### config.mk
export PLATFORM = sky130hd
export DESIGN_NAME = uop_buffer_store_flat
export DESIGN_NICKNAME = d
export VERILOG_FILES = /design/src/rtl/uop_buffer_store_if.sv /design/src/rtl/uop_buffer_store.sv /design/src/flat_wrapper.sv
export SDC_FILE = /design/constraint.sdc
export NUM_CORES = 1
export LEC_CHECK = 0
export BUFFER_PORTS_ARGS = -buffer_cell sky130_fd_sc_hd__buf_2
export CORE_MARGIN = 3
export CORE_UTILIZATION = 55
export CTS_BUF_LIST = sky130_fd_sc_hd__clkbuf_16
export DETAILED_ROUTE_END_ITERATION = 12
export PLACE_DENSITY_LB_ADDON = 0.08
export RECOVER_POWER = 100
export REMOVE_ABC_BUFFERS = 1
export SLEW_MARGIN = 10
export SYNTH_ARGS = -nofsm -noshare
export SYNTH_HDL_FRONTEND = slang
export SYNTH_SLANG_ARGS = --single-unit
### constraint.sdc
create_clock -name clk -period 6.6 [get_ports clk]
set_input_delay 1.32 -clock clk [delete_from_list [all_inputs] [get_ports clk]]
set_output_delay 1.32 -clock clk [all_outputs]
set_load 0.005 [all_outputs]
### src/rtl/uop_buffer_store_if.sv
// Load and read bus of the uop buffer store.
//   master : loader/fetch side (drives load_* beats and uop_addr)
//   slave  : the store (drives load_ready, status, uop/uop_hit)
// Signals:
//   load_start, load_valid, load_data, load_last  -> store
//   load_ready, load_error, uop_buffer_ready, uop_count <- store
//   uop_addr -> store ; uop, uop_hit <- store (combinational read)
interface uop_buffer_store_if #(
  parameter int unsigned DEPTH    = 16,
  parameter int unsigned BUNDLE_W = 64
);
  localparam int unsigned AW = $clog2(DEPTH);

  logic                load_start;
  logic                load_valid;
  logic                load_ready;
  logic [BUNDLE_W-1:0] load_data;
  logic                load_last;
  logic                load_error;
  logic                uop_buffer_ready;
  logic [AW:0]         uop_count;
  logic [AW-1:0]       uop_addr;
  logic [BUNDLE_W-1:0] uop;
  logic                uop_hit;

  modport master (
    output load_start, load_valid, load_data, load_last, uop_addr,
    input  load_ready, load_error, uop_buffer_ready, uop_count, uop, uop_hit
  );

  modport slave (
    input  load_start, load_valid, load_data, load_last, uop_addr,
    output load_ready, load_error, uop_buffer_ready, uop_count, uop, uop_hit
  );
endinterface

### src/rtl/uop_buffer_store.sv
// Storage and write side of the microcode uop buffer.
// A loader streams bundles in with valid/ready; fetch reads any slot
// combinationally. uop_buffer_ready flags that a complete, last-terminated
// program is held.
// Ports:
//   clk    rising-edge clock
//   reset  asynchronous, active-low reset
//   bus    uop_buffer_store_if.slave (load handshake, status, read port)
module uop_buffer_store #(
  parameter int unsigned DEPTH    = 16,
  parameter int unsigned BUNDLE_W = 64
) (
  input logic                  clk,
  input logic                  reset,
  uop_buffer_store_if.slave    bus
);
  localparam int unsigned AW = $clog2(DEPTH);
  localparam int unsigned CW = AW + 1;

  typedef enum logic [1:0] {
    ST_EMPTY   = 2'd0,
    ST_LOADING = 2'd1,
    ST_READY   = 2'd2
  } state_t;

  state_t              state_q;
  state_t              state_d;
  logic [CW-1:0]       count_q;
  logic                error_q;
  logic                load_ready;
  logic                buf_ready;
  logic                accept;
  logic                uop_hit;
  logic [BUNDLE_W-1:0] mem [DEPTH];

  // load_ready already excludes the load_start cycle, so a beat presented
  // alongside load_start is never accepted.
  assign accept = bus.load_valid && load_ready;

  // State register
  always_ff @(posedge clk or negedge reset) begin
    if (!reset) state_q <= ST_EMPTY;
    else        state_q <= state_d;
  end

  // Next-state logic
  always_comb begin
    state_d = state_q;
    unique case (state_q)
      ST_EMPTY: begin
        if (bus.load_start) state_d = ST_LOADING;
      end
      ST_LOADING: begin
        if (bus.load_start)                state_d = ST_LOADING;
        else if (accept && bus.load_last)  state_d = ST_READY;
      end
      ST_READY: begin
        if (bus.load_start) state_d = ST_LOADING;
      end
      default: state_d = ST_EMPTY;
    endcase
  end

  // State-decoded outputs
  always_comb begin
    load_ready = 1'b0;
    buf_ready  = 1'b0;
    unique case (state_q)
      ST_LOADING: load_ready = (count_q < CW'(DEPTH)) && !bus.load_start;
      ST_READY:   buf_ready  = 1'b1;
      default: ;
    endcase
  end

  // Write pointer / entry count and sticky overflow flag
  always_ff @(posedge clk or negedge reset) begin
    if (!reset) begin
      count_q <= '0;
      error_q <= 1'b0;
    end else if (bus.load_start) begin
      count_q <= '0;
      error_q <= 1'b0;
    end else if (accept) begin
      count_q <= count_q + CW'(1);
      // Filling the last slot without load_last means the program never ended
      if (!bus.load_last && (count_q == CW'(DEPTH - 1))) error_q <= 1'b1;
    end
  end

  // Bundle storage; contents are don't-care out of reset
  always_ff @(posedge clk) begin
    if (accept) mem[count_q[AW-1:0]] <= bus.load_data;
  end

  // Combinational read; slots beyond the written count read as zero
  assign uop_hit = {1'b0, bus.uop_addr} < count_q;

  assign bus.uop              = uop_hit ? mem[bus.uop_addr] : '0;
  assign bus.uop_hit          = uop_hit;
  assign bus.load_ready       = load_ready;
  assign bus.load_error       = error_q;
  assign bus.uop_buffer_ready = buf_ready;
  assign bus.uop_count        = count_q;
endmodule

### src/flat_wrapper.sv
// flat-port wrapper written by rule: the top's interface ports become plain ports
module uop_buffer_store_flat 
#(
  parameter int unsigned DEPTH    = 16,
  parameter int unsigned BUNDLE_W = 64
)
  (clk, reset, bus_load_start, bus_load_valid, bus_load_data, bus_load_last, bus_uop_addr, bus_load_ready, bus_load_error, bus_uop_buffer_ready, bus_uop_count, bus_uop, bus_uop_hit);
  uop_buffer_store_if #(.DEPTH(DEPTH), .BUNDLE_W(BUNDLE_W)) bus_i ();
  input logic clk;
  input logic reset;
  input wire logic [$bits(bus_i.load_start)-1:0] bus_load_start;
  input wire logic [$bits(bus_i.load_valid)-1:0] bus_load_valid;
  input wire logic [$bits(bus_i.load_data)-1:0] bus_load_data;
  input wire logic [$bits(bus_i.load_last)-1:0] bus_load_last;
  input wire logic [$bits(bus_i.uop_addr)-1:0] bus_uop_addr;
  output wire logic [$bits(bus_i.load_ready)-1:0] bus_load_ready;
  output wire logic [$bits(bus_i.load_error)-1:0] bus_load_error;
  output wire logic [$bits(bus_i.uop_buffer_ready)-1:0] bus_uop_buffer_ready;
  output wire logic [$bits(bus_i.uop_count)-1:0] bus_uop_count;
  output wire logic [$bits(bus_i.uop)-1:0] bus_uop;
  output wire logic [$bits(bus_i.uop_hit)-1:0] bus_uop_hit;
  assign bus_i.load_start = bus_load_start;
  assign bus_i.load_valid = bus_load_valid;
  assign bus_i.load_data = bus_load_data;
  assign bus_i.load_last = bus_load_last;
  assign bus_i.uop_addr = bus_uop_addr;
  assign bus_load_ready = bus_i.load_ready;
  assign bus_load_error = bus_i.load_error;
  assign bus_uop_buffer_ready = bus_i.uop_buffer_ready;
  assign bus_uop_count = bus_i.uop_count;
  assign bus_uop = bus_i.uop;
  assign bus_uop_hit = bus_i.uop_hit;
  uop_buffer_store #(.DEPTH(DEPTH), .BUNDLE_W(BUNDLE_W)) u_core (.clk(clk), .reset(reset), .bus(bus_i));
endmodule
==> impl_metrics.ini <==
[sta]
max_freq_mhz = 178.2
finalClockSkew_ns = 0.01723
fin_crit_sh = 0.8503
drv_slew = 657
max-slew-margin-rel = -1.156
setup_ws_ns = 0.9880
setup_viol_count_final = 0
rsz0062_at_grt = false
tightestPinTransition_ns = 3.235
period_needed_ns = 5.612
hold_viol_final = 0

[detailed_routing]
antenna_left = 0
dr.pass1.iters = 5
drt-initial-drc-count = 1782
routed_wirelength_um = 87140
post_drt_wl_per_cell_um = 29.70
routed_via_density = 6.271
num_vias = 18399
drc = 0

[floorplanning]
pin_count = 146
die_h_um = 274.2
dieWidth_um = 274.2
row_count = 97
die_area_um2 = 75180
initial_core_util = 0.5600
coreArea_um2 = 70640

[min_path]
min_from = u_core.state_q[1]
min_path_cells = 1
hold_class = reg2reg
hold_end = u_core.state_q[0]

[grt]
grt_max_degree = 78
gr-total-overflow = 0
antenna_found_initial = 8
gr-usage-met2 = 0.3861
grt.busiest_layer = met2
grt_pass1_vias = 19299
grtUsageMet1 = 0.3442
grt_pass1_wl_um = 128400
grt_usage = 0.2369
gr-usage-met3 = 0.03859

[logic_synthesis]
syn-cell-area_um2 = 39560
yosys-top-cells-area = edfxtp_1, mux4_2, mux2_2
synth_most_common_cell = edfxtp_1
synth_area_per_cell_um2 = 23.07
ys_warn_count = 0
synth_common_cells = edfxtp_1, mux4_2, a21oi_1, mux2_2, a22o_1
synth_top_area_cell = edfxtp_1
ys_seq_elements = 1032
ys.flop_type = edfxtp_1
synth_top_area_share = 0.7773
synth_cells = 1715
synth_edf_count = 1024
synth-seq-area-share = 0.7824
yosys.cell_types.count = 27
async_flop_share = 0.007752

[worst_setup_path]
crit_type = in2reg
worst-path-max-fanout = 24
cpPeakStageDelay_ns = 1.73
worstPathRequired_ns = 6.85
r2r_end = u_core.mem[8][36]
crit_buf_inv = 2
endpoint_kind = register
startpoint_type = input pin
path_depth = 6
r2r_slack_ns = 1.40
crit_slowest_cell = nor2_1
r2r_cells = 5
crit_path_cell_trace = clkbuf_1, nor4b_1, and2_0, nand2_1, nor2_1, clkbuf_2
crit_family = simple AND/OR/NAND/NOR gates
cp_data_arrival_time_ns = 5.86
r2r_start = u_core.bus.uop_count[4]

[cts]
post_cts_buffers = 0
max-clock-path-buffers = 3
cts_tree = yes
cts_max_level = 3
cts_resized = 0
clk_pin_slew_worst_paths_ns = 0.06
cts_sinks = 1032
cts-root-buf = clkbuf_16
insertion_delay_ns = 0.64
cts_buffers = 103
holdBufCountCts = 0

[place]
portBuffers = 145
placed_cell_area_um2 = 41720
place_congestion = 0.7456
place_inst = 2744
hpwl_um = 43630
pre_cts_slack_ns = 1.571

[status]
status = finished, violations left
violations = max-capacitance violations, max-slew violations

[power]
leakage_nw = 14.00
finalPower_mw = 13.61
ir_worst_vdd_mv = 0.2151
power.density_nw_per_um2 = 304.4

[final_layout]
n_fill_cell = 4860
multi_input_area_um2 = 8112
fin_cells = 2934
nets = 1990
seq_area_um2 = 30950
drive_gt1_frac = 0.2681
fin_util = 0.6330
area_growth_pct = 13.03
final_area_um2 = 44710

[flow_run]
maxCapViolCount = 19
metrics by stage:
| stage | hold slack, ns | TNS [ns] |
|---|---|---|
| global placement | 0.4681 | 0 |
| floorplan | 0.4527 | -130.25 |
| finish | 0.4754 | 0 |
| CTS | 0.4877 | 0 |
| detailed placement | 0.4902 | 0 |
| global route | 0.5037 | 0 |
worst max path at each step:
stage	slack, ns	endpoint	start
finish	0.99	u_core.mem[8][36]	bus_load_start
global route	0.71	u_core.mem[8][57]	bus_load_start
CTS	1.57	bus_uop[60]	bus_uop_addr[1]
detailed placement	1.57	bus_uop[60]	bus_uop_addr[1]
global placement	1.59	bus_uop[60]	bus_uop_addr[1]
floorplan	-0.55	u_core.mem[0][0]	bus_load_start
layout by cell type (no fill, tap or decap), drive strengths merged:
cell type  count
a211o          1
mux4         256
xnor2          3
clkinvlp      10
a22o          63
a21o           1
nand3          3
diode          2
clkbuf       251
a31oi          1
nand2          7
bufinv        12
nor2          21
edfxtp      1024
a21oi        133
nor4b          1
ha             8
nor2b          2
clkinv        41
and3           2
nor3           4
mux2i          2
inv           26
and2           1
buf           45
mux2          64
dfrtp          8
nand2b         2
routing by layer:
layer  share of wire  up-vias
met5         0.00056        -
met4           0.018        8
met3           0.056      117
met2            0.50      557
met1            0.43     9999
li1                -     7718
cell families (layout without fill, tap and decap cells):
family / Yosys count / after routing / share of synthesized area
AO/OA/AOI/OAI: 199 / 199 / 0.03135
XOR/XNOR: 3 / 3 / 0.0006643
adder cells (fa/ha/maj): 8 / 8 / 0.002530
buffers and inverters: 108 / 385 / 0.01357
flip-flops: 1032 / 1032 / 0.7824
multiplexers: 322 / 322 / 0.1645
other: 0 / 2 / 0
AND/OR/NAND/NOR: 43 / 43 / 0.005029
flip-flops by register name, indices dropped and copies added (netlist names):
signal / cells
u_core.bus.load_error: 1
u_core.bus.uop_count: 5
u_core.state_q: 2
u_core.mem: 1024
power breakdown:
group          internal, mW  switching, mW
clock                  3.35           2.37
sequential             7.25        0.00966
combinational         0.260          0.374
final cells by class:
type | count | area share
clock buffers | 105 | 0.05876
diodes | 2 | 0.0001119
multi-input cells | 575 | 0.1814
repair buffers | 191 | 0.02479
well taps | 940 | 0.02630
clock inverters | 83 | 0.01592
inverters | 6 | 0.0005037
flip-flops and latches | 1032 | 0.6922
Note: power is estimated with default switching activity, not from simulation.
